`config.mk`:
```
export PLATFORM = sky130hd
export DESIGN_NAME = uart_receiver
export DESIGN_NICKNAME = d
export VERILOG_FILES = /design/src/rtl/uart_pkg.sv /design/src/rtl/uart_rx_sampler.sv /design/src/rtl/uart_receiver.sv
export SDC_FILE = /design/constraint.sdc
export NUM_CORES = 1
export LEC_CHECK = 0
export CAP_MARGIN = 10
export CORE_UTILIZATION = 48
export CTS_CLUSTER_DIAMETER = 40
export CTS_CLUSTER_SIZE = 14
export DETAILED_ROUTE_END_ITERATION = 6
export MAX_ROUTING_LAYER = met4
export PLACE_DENSITY = 0.76
export SYNTH_ARGS = -nofsm -noshare
export SYNTH_HDL_FRONTEND = slang
export SYNTH_SLANG_ARGS = --single-unit
```
`constraint.sdc`:
```
create_clock -name clk -period 2.1 [get_ports clk]
set_input_delay 0.42 -clock clk [delete_from_list [all_inputs] [get_ports clk]]
set_output_delay 0.42 -clock clk [all_outputs]
set_load 0.01 [all_outputs]
```
`src/rtl/uart_pkg.sv`:
```
// Shared UART definitions: receiver state encoding, parity modes and baud divisor helper.
package uart_pkg;

    typedef enum logic [2:0] {
        IDLE,
        START,
        DATA,
        PARITY,
        STOP,
        WRITE
    } rx_state_t;

    localparam logic [1:0] PARITY_NONE = 2'd0;
    localparam logic [1:0] PARITY_ODD  = 2'd1;
    localparam logic [1:0] PARITY_EVEN = 2'd2;

    function automatic int unsigned clks_per_bit(input logic [31:0] freq, input logic [31:0] baud);
        return int'(freq / baud);
    endfunction

endpackage

```
`src/rtl/uart_rx_sampler.sv`:
```
// Line front end: 2-flop synchroniser, falling-edge detect and 3-sample majority voter.
module uart_rx_sampler (
    input  logic clk,
    input  logic rst_n,
    input  logic din,
    output logic fall,
    output logic maj
);
    logic [1:0] sync_q;
    logic [1:0] hist_q;
    logic       din_s;

    assign din_s = sync_q[1];

    always_ff @(posedge clk or negedge rst_n) begin
        if (!rst_n) begin
            sync_q <= 2'b11;
            hist_q <= 2'b11;
        end else begin
            sync_q <= {sync_q[0], din};
            hist_q <= {hist_q[0], din_s};
        end
    end

    // Evaluated at the decision point: hist_q[1], hist_q[0], din_s are the three samples.
    assign fall = hist_q[0] & ~din_s;
    assign maj  = (hist_q[1] & hist_q[0]) | (hist_q[1] & din_s) | (hist_q[0] & din_s);

endmodule

```
`src/rtl/uart_receiver.sv`:
```
// Parametrised UART receive engine feeding a FIFO write port.
// Optional break detection (brk output) enabled by defining UART_RX_BREAK_DETECT_EN.
module uart_receiver
    import uart_pkg::*;
#(
    parameter logic [31:0] CLOCK_FREQUENCY = 32'd100_000_000,
    parameter logic [31:0] BAUD_RATE       = 32'd115200,
    parameter logic [31:0] WORD_WIDTH      = 32'd8,
    parameter logic [1:0]  PARITY_MODE     = 2'd0,
    parameter logic [31:0] STOP_BITS       = 32'd1
) (
    input  logic                  clk,
    input  logic                  rst_n,
    input  logic                  din,
    output logic [WORD_WIDTH-1:0] dout,
    input  logic                  full,
    output logic                  we,
    output logic                  parity_err,
    output logic                  frame_err,
    output logic                  overrun
`ifdef UART_RX_BREAK_DETECT_EN
    ,
    output logic                  brk
`endif
);
    localparam int unsigned CPB  = clks_per_bit(CLOCK_FREQUENCY, BAUD_RATE);
    localparam int unsigned HALF = CPB / 2;
    localparam int unsigned BW   = $clog2(CPB);
    localparam int unsigned DW   = $clog2(WORD_WIDTH + 1);

    localparam logic [BW-1:0] DEC_CNT   = BW'(HALF + 1);
    localparam logic [BW-1:0] LAST_CNT  = BW'(CPB - 1);
    localparam logic [DW-1:0] LAST_DATA = DW'(WORD_WIDTH - 32'd1);

    if (PARITY_MODE == 2'd3 || CPB < 4 || WORD_WIDTH < 5 || WORD_WIDTH > 9 ||
        (STOP_BITS != 1 && STOP_BITS != 2)) begin : g_cfg_err
        $error("uart_receiver: illegal parameter combination");
    end

    logic fall, maj;

    uart_rx_sampler u_sampler (
        .clk  (clk),
        .rst_n(rst_n),
        .din  (din),
        .fall (fall),
        .maj  (maj)
    );

    rx_state_t             state;
    logic [BW-1:0]         bit_cnt;
    logic [DW-1:0]         data_cnt;
    logic                  stop_cnt;
    logic [WORD_WIDTH-1:0] shift_q;
    logic [WORD_WIDTH-1:0] dout_q;
    logic                  parity_err_q;
    logic                  frame_err_q;
    logic                  last_stop;
    logic                  at_dec;
    logic                  at_last;
`ifdef UART_RX_BREAK_DETECT_EN
    logic                  zero_q;
    logic                  brk_q;
`endif

    assign last_stop = (STOP_BITS == 32'd1) || stop_cnt;
    assign at_dec    = (bit_cnt == DEC_CNT);
    assign at_last   = (bit_cnt == LAST_CNT);

    always_ff @(posedge clk or negedge rst_n) begin
        if (!rst_n) begin
            state        <= IDLE;
            bit_cnt      <= '0;
            data_cnt     <= '0;
            stop_cnt     <= 1'b0;
            shift_q      <= '0;
            dout_q       <= '0;
            parity_err_q <= 1'b0;
            frame_err_q  <= 1'b0;
`ifdef UART_RX_BREAK_DETECT_EN
            zero_q       <= 1'b0;
            brk_q        <= 1'b0;
`endif
        end else begin
`ifdef UART_RX_BREAK_DETECT_EN
            brk_q <= 1'b0;
`endif
            case (state)
                IDLE: begin
                    if (fall) begin
                        bit_cnt <= '0;
                        state   <= START;
                    end
                end
                WRITE: begin
                    if (!full) dout_q <= shift_q;
                    // A start edge landing in the write cycle is taken straight away.
                    bit_cnt <= '0;
                    if (fall) state <= START;
                    else      state <= IDLE;
                end
                default: begin
                    bit_cnt <= at_last ? '0 : bit_cnt + 1'b1;
                    case (state)
                        START: begin
                            if (at_dec && maj) state <= IDLE;
                            if (at_last) begin
                                state        <= DATA;
                                data_cnt     <= '0;
                                parity_err_q <= 1'b0;
                                frame_err_q  <= 1'b0;
`ifdef UART_RX_BREAK_DETECT_EN
                                zero_q       <= 1'b1;
`endif
                            end
                        end
                        DATA: begin
                            if (at_dec) begin
                                shift_q <= {maj, shift_q[WORD_WIDTH-1:1]};
`ifdef UART_RX_BREAK_DETECT_EN
                                if (maj) zero_q <= 1'b0;
`endif
                            end
                            if (at_last) begin
                                if (data_cnt == LAST_DATA) begin
                                    stop_cnt <= 1'b0;
                                    if (PARITY_MODE != PARITY_NONE) state <= PARITY;
                                    else                            state <= STOP;
                                end else begin
                                    data_cnt <= data_cnt + 1'b1;
                                end
                            end
                        end
                        PARITY: begin
                            if (at_dec) begin
                                parity_err_q <= ((^shift_q) ^ maj) != (PARITY_MODE == PARITY_ODD);
`ifdef UART_RX_BREAK_DETECT_EN
                                if (maj) zero_q <= 1'b0;
`endif
                            end
                            if (at_last) begin
                                stop_cnt <= 1'b0;
                                state    <= STOP;
                            end
                        end
                        STOP: begin
                            if (at_dec) begin
                                frame_err_q <= frame_err_q | ~maj;
                                // Leave at the decision point so a back-to-back start edge is seen.
                                if (last_stop) begin
`ifdef UART_RX_BREAK_DETECT_EN
                                    if (zero_q && !maj) begin
                                        brk_q <= 1'b1;
                                        state <= IDLE;
                                    end else begin
                                        state <= WRITE;
                                    end
`else
                                    state <= WRITE;
`endif
                                end
                            end
                            if (at_last) stop_cnt <= 1'b1;
                        end
                        default: state <= IDLE;
                    endcase
                end
            endcase
        end
    end

    assign we         = (state == WRITE) && !full;
    assign overrun    = (state == WRITE) && full;
    assign dout       = we ? shift_q : dout_q;
    assign parity_err = we & parity_err_q;
    assign frame_err  = we & frame_err_q;
`ifdef UART_RX_BREAK_DETECT_EN
    assign brk        = brk_q;
`endif

endmodule

```
Word-level counts from Yosys, hierarchy flattened
Index checks and enable logic that the tools add are counted.

storage, ports and cells
  register bits = 39
  bits of input ports = 4
  output and inout port bits = 12
  word-level logic and storage cells = 83

cells by class
  add/sub/neg operators = 2
  equal/unequal tests = 19
  muxes and demuxes = 23
  bitwise logic cells = 14
  reductions and logical operators = 16

operator list
  cell                   number
  $mux 3                 7
  $mux 10                2
  $pmux 10 s2            1
  $mux 4                 3
  $ne 2x2->1 const B     6
  $ne 4x4->1 const B     3
  $pmux 3 s4             1
  $add 10x1->10 const B  1
  $eq 10x10->1 const B   1
  $eq 10x9->1 const B    1
  $mux 8                 1
  $pmux 4 s2             1
  $reduce_and 4->1       2
  $reduce_xor 8->1       1
  $and 1x1->1            6
  $eq 3x2->1 const B     2
  $eq 3x3->1 const B     2
  $pmux 3 s2             1
  $reduce_and 6->1       1
  $reduce_bool 2->1      3
  $ne 5x5->1 const B     1
  $reduce_and 5->1       1
  $add 4x1->4 const B    1
  $eq 4x3->1 const B     1
  other kinds (13)       24

Logic depth before layout (Yosys ltp)
  word-level depth = 8
  depth in mapped cells = 7
  depth with buffers taken out = 6

By module
From an unflattened synthesis, not the netlist that was laid out.

unflattened totals
  cell total of the unflattened synthesis = 183
  area total of the unflattened synthesis = 1989.4 µm²

by module, submodules not included
  module           times used  cells an instance  area an instance (µm²)
  uart_receiver    1           177                1866.8
  uart_rx_sampler  1           6                  122.6

Worst setup path before layout
Ideal clock, no wire load.

  path kind = reg-to-output
  from = register state[0]
  to = output port dout[0]
  data arrival time = 1.530 ns
  path slack = 0.150 ns
  cell stages (with the launch flop) = 6
  buffers on the path = 1
  cell sequence = dfrtp_1 buf_2 nor2b_1 nand2_1 nor2_2 mux2_2

on the way
  word-level cells in the longest chain between the ends = 3

ends and longest elaborated chain
  item                      RTL line              text
  start: declaration        uart_receiver.sv:50   rx_state_t state;
  start signal: assignment  uart_receiver.sv:72   state <= IDLE;
  start signal: assignment  uart_receiver.sv:92   state <= START;
  start signal: assignment  uart_receiver.sv:99   if (fall) state <= START;
  $eq 3x3->1                --
  $logic_and 1x1->1         uart_receiver.sv:172  assign we = (state == WRITE) && !full;
  named net we              uart_receiver.sv:17   output logic we,
  $mux 8                    uart_receiver.sv:174  assign dout = we ? shift_q : dout_q;
  end: declaration          uart_receiver.sv:15   output logic [WORD_WIDTH-1:0] dout,

The timed path passes the listed nets, and every way through them passes these cells.

Final worst setup path
  from = input port full
  to = output port dout[2]

on the way
  word-level cells in the longest chain between the ends = 3

ends and longest elaborated chain
  item                RTL line              text
  start: declaration  uart_receiver.sv:16   input logic full,
  $logic_not 1->1     uart_receiver.sv:172
  $logic_and 1x1->1   uart_receiver.sv:172
  $mux 8              uart_receiver.sv:174

No other way between the ends.

==> metrics.md <==
| Metric | Value |
|---|---|
| Outcome | complete, but fails checks |
| Failing checks | setup timing |
| CP Capture Type | output port |
| Top cell type's share of synthesized area | 44.1% |
| H-tree levels | 2 |
| DRT antenna net count | 0 |
| CP top delay family | buffers and inverters |
| Worst Path Required | 1680 ps |
| Hold Slack | between 200 and 250 ps |
| Area of the die | 4400 µm² |
| Worst Max-Slew Pin Slew | 859 ps |
| Adder-cell share of the synthesized area | 1.76% |
| Simple-gate share of the synthesized area | 17.0% |
| Max-Cap Viols | 0 |
| Max Fanout on Critical Path | 5 |
| Final Hold Viols | 0 |
| Crit path buffers/inverters | 3 |
| LEAKAGE | ~1.1 nW |
| Placement row count | 23 |
| Final #Nets | 211 |
| Synth area leader | dfrtp_1 |
| Vias in the first global route | ~1400 |
| Antenna fix cells | 0 |
| Iteration-0 DRC count of the detailed router | 99 |
| CTS buffer count | 5 |
| Commonest non-fill, non-tap cell in the layout | dfrtp_1 |
| Core Box Area | 3970 µm² |
| Post-synthesis mux area share | 10.2% |
| Final Cycle Share | 101% |
| Synth async-reset ratio | 100% |
| WL final | 3.98 mm |
| Clk buf depth | 2 |
| CTS tree | done |
| Syn nets | 188 |
| Xor/xnor share of the synthesized area | 4.85% |
| Mapped cell area | 1990 µm² |
| Max VDD drop | 0.397 mV |
| Fin Clk Skew | 12.8 ps |
| Detailed Routing Iterations Pass 1 | 4 |
| Die Y | 66.3 µm |
| Distinct cells, synth | 43 |
| Hold Path Class | primary input to async pin |
| Most frequent cells in the layout | 35 x dfrtp_1, 15 x o21ai_0, 14 x nand2_1 |
| PwrDens | between 800 and 900 nW/µm² |
| Port buffer count | 15 |
| Fmax | 474 MHz |
| Global Route Usage Sum | 19.8% |
| Share of layout cells above drive strength 1 | 28.6% |
| Slowest cell on the critical path | clkdlybuf4s50_1 |
| Critical path arrival | 1690 ps |
| Complex-gate fraction of the synthesized area | approximately an eighth |
| Area contributors post-synth | dfrtp_1 44%, mux2_2 10%, dfstp_2 5.3%, xnor2_1 4.4%, o21ai_0 3.8% |
| Setup Viol. Count Final | 3 |
| Fillers | 312 |
| Final min period | 2110 ps |
| Clk sinks | 39 |
| Drt drc | 0 |
| DP HPWL | 2.68 mm |
| Syn_area_per_cell | 10.9 µm² |
| Initial core utilization | roughly half |
| Initial antenna violation count | 0 |
| CP startpoint kind | primary input |
| Vias per inst | slightly below 6 |
| Pre-CTS setup slack | -338 ps |
| Number of synthesized register bits | 39 |
| GP Congestion | 0.839 |
| Syn Inst Count | 182 |
| Unrepaired setup endpoints after global routing | true |
| Hold buffers post-CTS | 0 |
| Final worst slack | -11.7 ps |
| Critical path's largest stage delay | 470 ps |
| Post-synthesis sequential area ratio | 49.4% |
| First-pass GRT wire length | ~6.3 mm |
| Area Growth Syn to Fin | 22.6% |
| Remaining Overflow, GRT | 0 |
| Die width | 66.3 µm |
| Crit Path Category | primary input to output port |
| Largest family of logic cells by synthesized area | simple AND/OR/NAND/NOR gates |
| Average wire per standard cell | roughly 16 µm |
| Clock transition at path regs | around 80 ps |
| # IOs | 16 |
| Via count | 1481 |
| Clk_lat worst skew | 300 ps |
| Main synth FF type | dfrtp_1 |
| Slew headroom | 42.7% |
| Max Transition Viols Final | 0 |
| Largest net degree at the start of global routing | 40 |
| Clock Tree Root | clkbuf_8 |
| Synth warn | 0 |
| Post-synth EDFFs | 0 |
| Crit-path cells | clkdlybuf4s50_1, nor2_4, clkbuf_16, mux2_4, buf_6 |
-- registers in the layout, indices dropped and copies added, names as in the netlist --
| register | count |
|---|---|
| bit_cnt | 10 |
| data_cnt | 4 |
| dout_q | 8 |
| frame_err_q | 1 |
| parity_err_q | 1 |
| shift_q | 8 |
| state | 3 |
| u_sampler.hist_q | 2 |
| u_sampler.sync_q | 2 |
-- synthesized netlist by cell type (all sizes together) (2+ instances only) --
cell type  instances
dfrtp             35
mux2              18
nand2             16
o21ai             16
nor2              11
xnor2             10
buf                8
a21oi              5
nor3               5
and3               4
dfstp              4
inv                4
nand3              4
nor2b              4
o31ai              4
a21o               3
o41ai              3
a22o               2
and2               2
ha                 2
nand2b             2
nand3b             2
nand4              2
nor4               2
or3                2
-- logic make-up after synthesis --
family,after synthesis
compound gates,37
xor+xnor,11
fa+ha+maj,3
buf+inv,13
flops,39
mux,18
simple gates,61
-- layer usage --
| metal | vias up | routed length [µm] | GRT usage [%] |
|---|---|---|---|
| met5 | - | 0 | - |
| met3 | 10 | 128 | 5.34 |
| li1 | 696 | - | - |
| met2 | 30 | 2020 | 33.0 |
| met1 | 745 | 1730 | 22.7 |
| met4 | 0 | 91 | 7.45 |
-- repair_timing --
action	4_1_cts	5_1_grt
setup buffers	0	1
setup endpoints to repair	11	18
resized for setup	41	18
hold endpoints to repair	0	0
cloned	0	1
pin swaps	2	1
-- through the flow --
step | cell area, µm² | power, mW | std cells | TNS, ps | utilization, %
2_1_floorplan | 1990 | 1.13 | 182 | 0 | -
3_3_place_gp | 2200 | 1.23 | 246 | -2640 | 55.5
3_5_place_dp | 2200 | 1.25 | 246 | -2770 | 55.5
4_1_cts | 2320 | 2.00 | 254 | -64.5 | 58.5
5_1_grt | 2430 | 2.10 | 256 | -291 | 61.3
6_report | 2430 | 2.01 | 256 | -25.5 | 61.3
-- power breakdown --
part	leakage [nW]	switching (mW)	internal [mW]
Combinational	0.522	0.229	0.175
Clock	0.0644	0.275	0.474
Sequential	0.525	0.0527	0.801
-- worst register-to-register path, delay by kind of cell (launching register included) --
kind	cells	cell delay (ps)
flops	1	420
fa+ha+maj	1	230
simple gates	3	880
compound gates	2	370
-- final timing paths --
check,from,end,slack (ps),cells after the start
max,full,dout[2],-10,5
min,rst_n,data_cnt[0],230,1
max reg2reg,bit_cnt[0],data_cnt[3],140,6
min reg2reg,u_sampler.sync_q[0],u_sampler.sync_q[1],360,0
max in group asynchronous,rst_n,parity_err_q,1320,1
min in group clk,u_sampler.sync_q[0],u_sampler.sync_q[1],360,0
-- layout make-up --
cell class	count	area [µm²]	area share [%]
clock buffer	5	68.8	2.83
sequential	39	981	40.3
clock inverter	3	67.6	2.77
inverter	4	15.0	0.617
timing repair buffer	25	260	10.7
multi-input combinational	130	980	40.2
tap	50	62.6	2.57
(Power assumes the default switching activity.)
